**src/rtl/from_dec_pkg.sv**
```systemverilog
// Shared definitions for the five-digit ASCII decimal to binary converter.
// Latency: n/a (constants and types only).
// Backpressure: n/a.
package from_dec_pkg;

   typedef enum logic [1:0] {
      ST_IDLE  = 2'd0,
      ST_ACCUM = 2'd1,
      ST_DONE  = 2'd2
   } state_t;

   localparam logic [7:0]  ASCII_ZERO  = 8'h30;
   localparam logic [7:0]  ASCII_SPACE = 8'h20;
   localparam int          NUM_DIGITS  = 5;
   localparam logic [16:0] MAX_VALUE   = 17'd65535;

   // Step counter value at which the last character is consumed.
   localparam logic [2:0]  LAST_STEP   = 3'(NUM_DIGITS - 1);

endpackage

```
**src/rtl/from_dec_if.sv**
```systemverilog
// Request/result bundle of the ASCII decimal converter.
// Latency: n/a (wires only).
// Backpressure: none; start is simply ignored while a conversion is running.
// Ports: start + five ASCII chars (MSB first) in; busy, done, value,
//        overflow, bad_char out of the converter.
interface from_dec_if;
   logic        start;
   logic [7:0]  ten_thousands;
   logic [7:0]  thousands;
   logic [7:0]  hundreds;
   logic [7:0]  tens;
   logic [7:0]  units;
   logic        busy;
   logic        done;
   logic [15:0] value;
   logic        overflow;
   logic        bad_char;

   modport master (
      output start, ten_thousands, thousands, hundreds, tens, units,
      input  busy, done, value, overflow, bad_char
   );

   modport slave (
      input  start, ten_thousands, thousands, hundreds, tens, units,
      output busy, done, value, overflow, bad_char
   );
endinterface

```
**src/rtl/from_dec_char.sv**
```systemverilog
// Classifies one ASCII character as digit, space or illegal.
// Latency: combinational.
// Backpressure: none.
// Ports: ch in; is_digit, is_space, digit_val (0 when not a digit) out.
module from_dec_char
   import from_dec_pkg::*;
(
   input  logic [7:0] ch,
   output logic       is_digit,
   output logic       is_space,
   output logic [3:0] digit_val
);

   logic [7:0] offset;

   // Characters below '0' wrap to large values, so one compare covers both bounds.
   assign offset    = ch - ASCII_ZERO;
   assign is_digit  = (offset < 8'd10);
   assign is_space  = (ch == ASCII_SPACE);
   assign digit_val = is_digit ? offset[3:0] : 4'd0;

endmodule

```
**src/rtl/from_dec.sv**
```systemverilog
// Converts five ASCII decimal characters to a 16-bit value with overflow/illegal flags.
// Latency: done pulses 6 cycles after the accepting edge; one conversion per 7 cycles.
// Backpressure: start is only sampled in IDLE; requests while busy or in DONE are dropped.
// Ports: clk, rst_i (sync, active high), bus (from_dec_if.slave).
module from_dec
   import from_dec_pkg::*;
#(
   parameter int ALLOW_SPACE = 1
)
(
   input  logic    clk,
   input  logic    rst_i,
   from_dec_if.slave bus
);

   state_t      state_q,  state_d;
   logic [39:0] shreg_q,  shreg_d;
   logic [16:0] acc_q,    acc_d;
   logic [2:0]  step_q,   step_d;
   logic        bad_q,    bad_d;
   logic        seen_q,   seen_d;   // a non-space character has been consumed
   logic        busy_q,   busy_d;
   logic        done_q,   done_d;
   logic [15:0] value_q,  value_d;
   logic        ovf_q,    ovf_d;
   logic        badc_q,   badc_d;

   logic        is_digit;
   logic        is_space;
   logic [3:0]  digit_val;
   logic [16:0] acc_next;
   logic        leading_blank;

   from_dec_char u_char (
      .ch        (shreg_q[39:32]),
      .is_digit  (is_digit),
      .is_space  (is_space),
      .digit_val (digit_val)
   );

   // acc*10 + digit; at most 9999*10+9, so 17 bits never wrap.
   assign acc_next      = (acc_q << 3) + (acc_q << 1) + {13'd0, digit_val};
   assign leading_blank = is_space && (ALLOW_SPACE != 0) && !seen_q;

   always_comb begin
      state_d = state_q;
      shreg_d = shreg_q;
      acc_d   = acc_q;
      step_d  = step_q;
      bad_d   = bad_q;
      seen_d  = seen_q;
      busy_d  = busy_q;
      done_d  = 1'b0;
      value_d = value_q;
      ovf_d   = ovf_q;
      badc_d  = badc_q;

      case (state_q)
         ST_IDLE: begin
            if (bus.start) begin
               shreg_d = {bus.ten_thousands, bus.thousands, bus.hundreds,
                          bus.tens, bus.units};
               acc_d   = '0;
               step_d  = '0;
               bad_d   = 1'b0;
               seen_d  = 1'b0;
               busy_d  = 1'b1;
               state_d = ST_ACCUM;
            end
         end

         ST_ACCUM: begin
            if (is_digit) begin
               acc_d = acc_next;
            end else if (!leading_blank) begin
               bad_d = 1'b1;
            end
            seen_d  = seen_q | ~is_space;
            shreg_d = {shreg_q[31:0], 8'h00};
            step_d  = step_q + 3'd1;
            if (step_q == LAST_STEP) begin
               state_d = ST_DONE;
            end
         end

         ST_DONE: begin
            done_d  = 1'b1;
            busy_d  = 1'b0;
            state_d = ST_IDLE;
            if (bad_q) begin
               value_d = 16'h0000;
               ovf_d   = 1'b0;
               badc_d  = 1'b1;
            end else if (acc_q > MAX_VALUE) begin
               value_d = 16'hFFFF;
               ovf_d   = 1'b1;
               badc_d  = 1'b0;
            end else begin
               value_d = acc_q[15:0];
               ovf_d   = 1'b0;
               badc_d  = 1'b0;
            end
         end

         default: state_d = ST_IDLE;
      endcase
   end

   always_ff @(posedge clk) begin
      if (rst_i) begin
         state_q <= ST_IDLE;
         shreg_q <= '0;
         acc_q   <= '0;
         step_q  <= '0;
         bad_q   <= 1'b0;
         seen_q  <= 1'b0;
         busy_q  <= 1'b0;
         done_q  <= 1'b0;
         value_q <= '0;
         ovf_q   <= 1'b0;
         badc_q  <= 1'b0;
      end else begin
         state_q <= state_d;
         shreg_q <= shreg_d;
         acc_q   <= acc_d;
         step_q  <= step_d;
         bad_q   <= bad_d;
         seen_q  <= seen_d;
         busy_q  <= busy_d;
         done_q  <= done_d;
         value_q <= value_d;
         ovf_q   <= ovf_d;
         badc_q  <= badc_d;
      end
   end

   assign bus.busy     = busy_q;
   assign bus.done     = done_q;
   assign bus.value    = value_q;
   assign bus.overflow = ovf_q;
   assign bus.bad_char = badc_q;

endmodule

```
**src/flat_wrapper.sv**
```systemverilog
// flat-port wrapper written by rule: the top's interface ports become plain ports
module from_dec_flat import from_dec_pkg::*;
#(
   parameter int ALLOW_SPACE = 1
)
  (clk, rst_i, bus_start, bus_ten_thousands, bus_thousands, bus_hundreds, bus_tens, bus_units, bus_busy, bus_done, bus_value, bus_overflow, bus_bad_char);
  from_dec_if bus_i ();
  input  logic clk;
  input  logic rst_i;
  input wire logic [$bits(bus_i.start)-1:0] bus_start;
  input wire logic [$bits(bus_i.ten_thousands)-1:0] bus_ten_thousands;
  input wire logic [$bits(bus_i.thousands)-1:0] bus_thousands;
  input wire logic [$bits(bus_i.hundreds)-1:0] bus_hundreds;
  input wire logic [$bits(bus_i.tens)-1:0] bus_tens;
  input wire logic [$bits(bus_i.units)-1:0] bus_units;
  output wire logic [$bits(bus_i.busy)-1:0] bus_busy;
  output wire logic [$bits(bus_i.done)-1:0] bus_done;
  output wire logic [$bits(bus_i.value)-1:0] bus_value;
  output wire logic [$bits(bus_i.overflow)-1:0] bus_overflow;
  output wire logic [$bits(bus_i.bad_char)-1:0] bus_bad_char;
  assign bus_i.start = bus_start;
  assign bus_i.ten_thousands = bus_ten_thousands;
  assign bus_i.thousands = bus_thousands;
  assign bus_i.hundreds = bus_hundreds;
  assign bus_i.tens = bus_tens;
  assign bus_i.units = bus_units;
  assign bus_busy = bus_i.busy;
  assign bus_done = bus_i.done;
  assign bus_value = bus_i.value;
  assign bus_overflow = bus_i.overflow;
  assign bus_bad_char = bus_i.bad_char;
  from_dec #(.ALLOW_SPACE(ALLOW_SPACE)) u_core (.clk(clk), .rst_i(rst_i), .bus(bus_i));
endmodule
```
**config.mk**
```make
export PLATFORM = sky130hd
export DESIGN_NAME = from_dec_flat
export DESIGN_NICKNAME = d
export VERILOG_FILES = /design/src/rtl/from_dec_pkg.sv /design/src/rtl/from_dec_if.sv /design/src/rtl/from_dec_char.sv /design/src/rtl/from_dec.sv /design/src/flat_wrapper.sv
export SDC_FILE = /design/constraint.sdc
export NUM_CORES = 1
export LEC_CHECK = 0
export ABC_AREA = 1
export BUFFER_PORTS_ARGS = -buffer_cell sky130_fd_sc_hd__buf_2
export CORE_ASPECT_RATIO = 1.2
export CORE_MARGIN = 2
export CORE_UTILIZATION = 30
export CTS_BUF_LIST = sky130_fd_sc_hd__clkbuf_8 sky130_fd_sc_hd__clkbuf_16
export CTS_CLUSTER_DIAMETER = 30
export DETAILED_ROUTE_END_ITERATION = 10
export GPL_TIMING_DRIVEN = 0
export PLACE_DENSITY_LB_ADDON = 0.08
export SYNTH_ARGS = -nofsm -noshare
export SYNTH_HDL_FRONTEND = slang
export SYNTH_SLANG_ARGS = --single-unit
```
**constraint.sdc**
```tcl
create_clock -name clk -period 5.9 [get_ports clk]
set_input_delay 0.885 -clock clk [delete_from_list [all_inputs] [get_ports clk]]
set_output_delay 0.885 -clock clk [all_outputs]
set_load 0.02 [all_outputs]
```
== Word-level counts from Yosys, hierarchy flattened ==
Index checks and enable logic that the tools add are counted.

* Flip-flop bits (word level): 84
* Input port bits: 43
* Output and inout port bits: 20
* Word-level logic and storage cells: 62

* Add/sub/neg operators: 4
* Magnitude comparators: 2
* Equal/unequal tests: 9
* Multiplexer cells: 24
* Bitwise logic cells: 2
* Reductions and logical operators: 10

{| class="wikitable"
|+ Operator list
! cell !! count
|-
| $pmux 40 s2 || 1
|-
| $mux 40 || 1
|-
| $mux 17 || 2
|-
| $pmux 17 s2 || 1
|-
| $mux 16 || 2
|-
| $add 17x17->17 || 1
|-
| $add 17x4->17 || 1
|-
| $gt 17x16->1 const B || 1
|-
| $eq 8x6->1 const B || 1
|-
| $lt 8x4->1 const B || 1
|-
| $mux 1 || 8
|-
| $ne 2x2->1 const B || 4
|-
| $sub 8x6->8 const B || 1
|-
| $pmux 1 s2 || 3
|-
| $pmux 3 s2 || 1
|-
| $reduce_and 2->1 || 3
|-
| $mux 2 || 2
|-
| $mux 4 || 1
|-
| $pmux 2 s2 || 1
|-
| $reduce_and 4->1 || 1
|-
| $reduce_bool 2->1 || 2
|-
| $add 3x1->3 const B || 1
|-
| $eq 3x3->1 const B || 1
|-
| $mux 3 || 1
|-
| 9 further kinds || 9
|}

== Logic depth before layout (Yosys ltp) ==
* Depth after elaboration: 6
* Mapped depth: 17
* Depth with buffers taken out: 17

== Modules after synthesis ==
Synthesis repeated with hierarchy kept, for this count alone.

* Cells, all modules: 592
* Area, all modules: 4311.6 µm²

{| class="wikitable"
|+ Modules (own cells, without submodules)
! module !! times used !! cells each !! area an instance (µm²) !! sequential area each (µm²)
|-
| from_dec || 1 || 572 || 4221.5 || 1681.6
|-
| from_dec_char || 1 || 20 || 90.1 || 0.0
|}

== Worst setup path before layout ==
Ideal clock, no wire load.

* Path kind: register to register
* From: reg u_core.shreg_q[33]
* To: reg u_core.acc_q[9]
* Setup time: 0.135 ns
* Arrival time: 2.225 ns
* Required time: 5.765 ns
* Setup slack: 3.540 ns
* Stages on the path, launching flop included: 15
* Buffers on the path: 0
* Clock period less this slack: 2.360 ns
* Cells stage by stage: dfxtp_1 > nor2_4 > nor2_4 > nor2_4 > nand2_1 > fa_1 > inv_1 > ha_1 > nand3_1 > nand3_1 > nand2_1 > nand3_1 > or2_2 > nand2_1 > a21oi_1

* Cells in the longest elaborated chain, start to end: 6
* Elaborated cells between the ends (all ways): 8

{| class="wikitable"
|+ RTL lines
! what !! line !! RTL
|-
| from (decl) || from_dec.sv:17 || <nowiki>logic [39:0] shreg_q, shreg_d;</nowiki>
|-
| from (signal assigned) || from_dec.sv:124 || <nowiki>shreg_q <= shreg_d;</nowiki>
|-
| $sub 8x6->8 * || from_dec_char.sv:17 || <nowiki>assign offset = ch - ASCII_ZERO;</nowiki>
|-
| $lt 8x4->1 || from_dec_char.sv:18 || <nowiki>assign is_digit = (offset < 8'd10);</nowiki>
|-
| $mux 4 || from_dec_char.sv:20 || <nowiki>assign digit_val = is_digit ? offset[3:0] : 4'd0;</nowiki>
|-
| $add 17x4->17 || from_dec.sv:42 || <nowiki>assign acc_next = (acc_q << 3) + (acc_q << 1) + {13'd0, digit_val};</nowiki>
|-
| $mux 17 || from_dec.sv:73 || <nowiki>if (is_digit) begin</nowiki>
|-
| $pmux 17 s2 || from_dec.sv:58 || <nowiki>case (state_q)</nowiki>
|-
| to (signal assigned) || from_dec.sv:113 || <nowiki>acc_q <= '0;</nowiki>
|-
| to (signal assigned) || from_dec.sv:125 || <nowiki>acc_q <= acc_d;</nowiki>
|-
| to (decl) || from_dec.sv:18 || <nowiki>logic [16:0] acc_q, acc_d;</nowiki>
|}

Every way passes the cells marked *; elsewhere a longest branch is shown, timed or not. The select of a mux whose other input is x is not followed.
A chain may end at the register's enable or synchronous reset.

== Worst setup path in the final report ==
* From: reg u_core.shreg_q[39]
* To: reg u_core.acc_q[16]

* Cells in the longest elaborated chain, start to end: 6
* Elaborated cells between the ends (all ways): 8

{| class="wikitable"
|+ RTL lines
! what !! line
|-
| $sub 8x6->8 * || from_dec_char.sv:17
|-
| $lt 8x4->1 * || from_dec_char.sv:18
|-
| $mux 4 || from_dec_char.sv:20
|-
| $add 17x4->17 || from_dec.sv:42
|-
| $mux 17 || from_dec.sv:73
|-
| $pmux 17 s2 || from_dec.sv:58
|}

Marked as above.

==> key figures <==
Floorplanning
  – FP Rows: 49
  – Top Ports: between 60 and 70
  – Initial Utilization: 0.304
  – DIE AREA: around 0.016 mm^2
  – Core area: around 0.015 mm^2
  – Die width: ~120 um
  – Die height: around 140 um

Synthesis
  – Yosys top cell by area: dfxtp_1
  – Seq cells post-synth: 84
  – Syn nets: 691
  – Asr flop ratio synth: 0
  – Number of synthesized flops with an enable pin: 0
  – Post-synth cell types: 36
  – Gate count of the mapped netlist: 616
  – Yosys warns: 0
  – Dominant synthesized flop cell: dfxtp_1
  – Top cell type's share of synthesized area: 0.373
  – Top cells by count, synth: nand2_1 (150), dfxtp_1 (84), inv_1 (71)
  – Synthesized area: between 0.004 and 0.005 mm^2
  – Syn avg cell area: about 7.3 um^2
  – Synth area leaders: dfxtp_1 (37%), nand2_1 (13%), ha_1 (8.3%), o21ai_0 (6.1%), inv_1 (5.9%)
  – Most frequent cell after synthesis: nand2_1
  – Sequential share of the synthesized area: 0.373

Clock tree
  – Hold buffers post-CTS: 0
  – Clk buf depth: 2
  – Post-CTS Setup Bufs: 0
  – Root buffer cell: clkbuf_16
  – Clock sink total: 84
  – Clk pin slew, worst setup/hold paths: around 0.06 ns
  – Resize count post-CTS: 0
  – CTS Buf Count: 9
  – TritonCTS clock tree: built
  – Worst-skew pair later-pin latency: roughly 0.34 ns
  – H-tree levels: 3

Setup path
  – Critical Path RT: 6.17 ns
  – Critical Path End Type: register
  – Maximum fanout along the worst path: 4
  – Worst endpoint data arrival time: a little under 3 ns
  – Critical Path Source Type: register
  – Reg2reg setup slack: ~3.2 ns
  – Crit Path Class: reg -> reg

Pwr
  – Pwr dens: between 200 and 300 mW/mm^2
  – Leakage: around 2.5 nW
  – VDD IR max: roughly 0.18 mV

Status
  – Outcome: finished, final reports clean

Global route
  – First-pass GRT wire length: between 20 and 25 mm
  – Antenna violations before repair: 1
  – Total GRT Usage: 0.162
  – Grt total ovfl: 0
  – Number of global-route vias before repair: about 4000
  – Largest net degree at the start of global routing: 16

Min path
  – Worst hold path class: reg -> reg

STA
  – Hold Slack: ~0.47 ns
  – Worst Max-Slew Pin Slew: 0.642 ns
  – Final Skew: around 0.0079 ns
  – Fin. Hold Viols: 0
  – Max_slew headroom: 0.572
  – Total Negative Setup Slacks: 0 ns
  – Min cycle time layout: 2.67 ns
  – Slew Viols, Final: 0
  – Timing-limited maximum frequency: roughly 0.37 GHz
  – Endpoints failing setup: 0
  – Crit share post-route: 0.452
  – RSZ-0062 raised after global routing: no

Route
  – Number of vias per cell: between 4 and 5
  – Routed WL per cell: between 10 and 15 um
  – DRT iter0 DRCs: 150
  – First drt pass iteration count: 4
  – # DRC: 0
  – Routed wire length: 12.6 mm
  – Final ANT Viol Nets: 0
  – Routed vias: 4127

Layout
  – Fraction of layout cells with a size suffix above 1: 0.203
  – Filler cells: ~1700
  – Cell area after layout: 0.00538 mm^2
  – Antenna diodes: 0
  – Syn-to-layout area delta: 19.3%
  – Nets: 763

Placed design
  – Buffers on Ports: 61
  – Placed instance area: roughly 0.0051 mm^2
  – GP Congestion: approximately 0.84
  – Hpwl dp: ~10 mm

Job
  – Max cap viols: 0
## worst paths after layout
path | start | to | cells after the start
worst min register to register | u_core.bus.value[12] | u_core.bus.value[12] | 2
worst min-delay path | u_core.bus.value[12] | u_core.bus.value[12] | 2
worst max register to register | u_core.shreg_q[39] | u_core.acc_q[16] | 16
worst max-delay path | u_core.shreg_q[39] | u_core.acc_q[16] | 16
## worst max-delay path: stages (launching register included)
cell     delay [ns]
dfxtp_1        0.32
nor2_2         0.14
nand3_2        0.10
nor2_4         0.13
nand2_1        0.08
fa_1           0.48
inv_1          0.07
fa_1           0.45
nand2_1        0.13
nand2_1        0.06
nand3_1        0.07
nand2_1        0.12
nand2_1        0.11
nand2_1        0.06
nand2_1        0.06
nand3_1        0.08
a21oi_1        0.14
## final cells by class
cell class | count | area [um^2] | share of cell area
Clock buffer | 10 | 239 | 0.0445
Multi-Input combinational cell | 423 | 2330 | 0.433
Inverter | 80 | 308 | 0.0573
Buffer | 29 | 186 | 0.0347
Timing Repair Buffer | 61 | 305 | 0.0568
Clock inverter | 6 | 71.3 | 0.0133
Sequential cell | 84 | 1680 | 0.313
Tap cell | 204 | 255 | 0.0475
## routing by layer
metal,share of wire,global-route usage
met2,0.52,0.294
met3,0.035,0.0368
met4,0.016,0.0439
met5,0,0
met1,0.43,0.190
## kinds of logic (layout without fill, tap and decap cells)
logic type | Yosys count | count (layout) | synth area share
AO/OA/AOI/OAI | 149 | 149 | 0.182
AND/OR/NAND/NOR | 240 | 240 | 0.239
buffers and inverters | 109 | 186 | 0.110
adder cells (fa/ha/maj) | 32 | 32 | 0.0922
flip-flops | 84 | 84 | 0.373
XOR/XNOR | 2 | 2 | 0.00389
## layout by cell type (no fill, tap or decap), types with 14 or more instances in the layout
master / count
inv_1: 71
dfxtp_1: 84
buf_2: 74
a21oi_1: 38
o22ai_1: 14
o21ai_1: 19
nand3_1: 37
nand2_1: 150
o21ai_0: 55
ha_1: 30
nor2_1: 24
## per-stage QoR
step                power (mW)   util  worst slack [ns]  instances
detailed placement       0.857  0.341              3.23        881
CTS                       1.44  0.362              3.20        897
floorplan                0.788      -              3.54        616
global route              1.50  0.362              2.96        897
finish                    1.43  0.362              3.23        897
global placement         0.855  0.341              3.26        881
## power breakdown
group          total [mW]  switching [mW]  internal (mW)
Clock               0.585           0.241          0.344
Sequential          0.631          0.0248          0.606
Combinational       0.209           0.129         0.0803
## flip-flops by register name, summed over array words and instances (netlist names)
name,cells
u_core.bad_q,1
u_core.seen_q,1
u_core.shreg_q,40
u_core.state_q,2
u_core.step_q,3
u_core.bus.overflow,1
u_core.bus.done,1
u_core.bus.busy,1
u_core.bus.value,16
u_core.bus.bad_char,1
u_core.acc_q,17
Power figures use the tool's default switching activity.
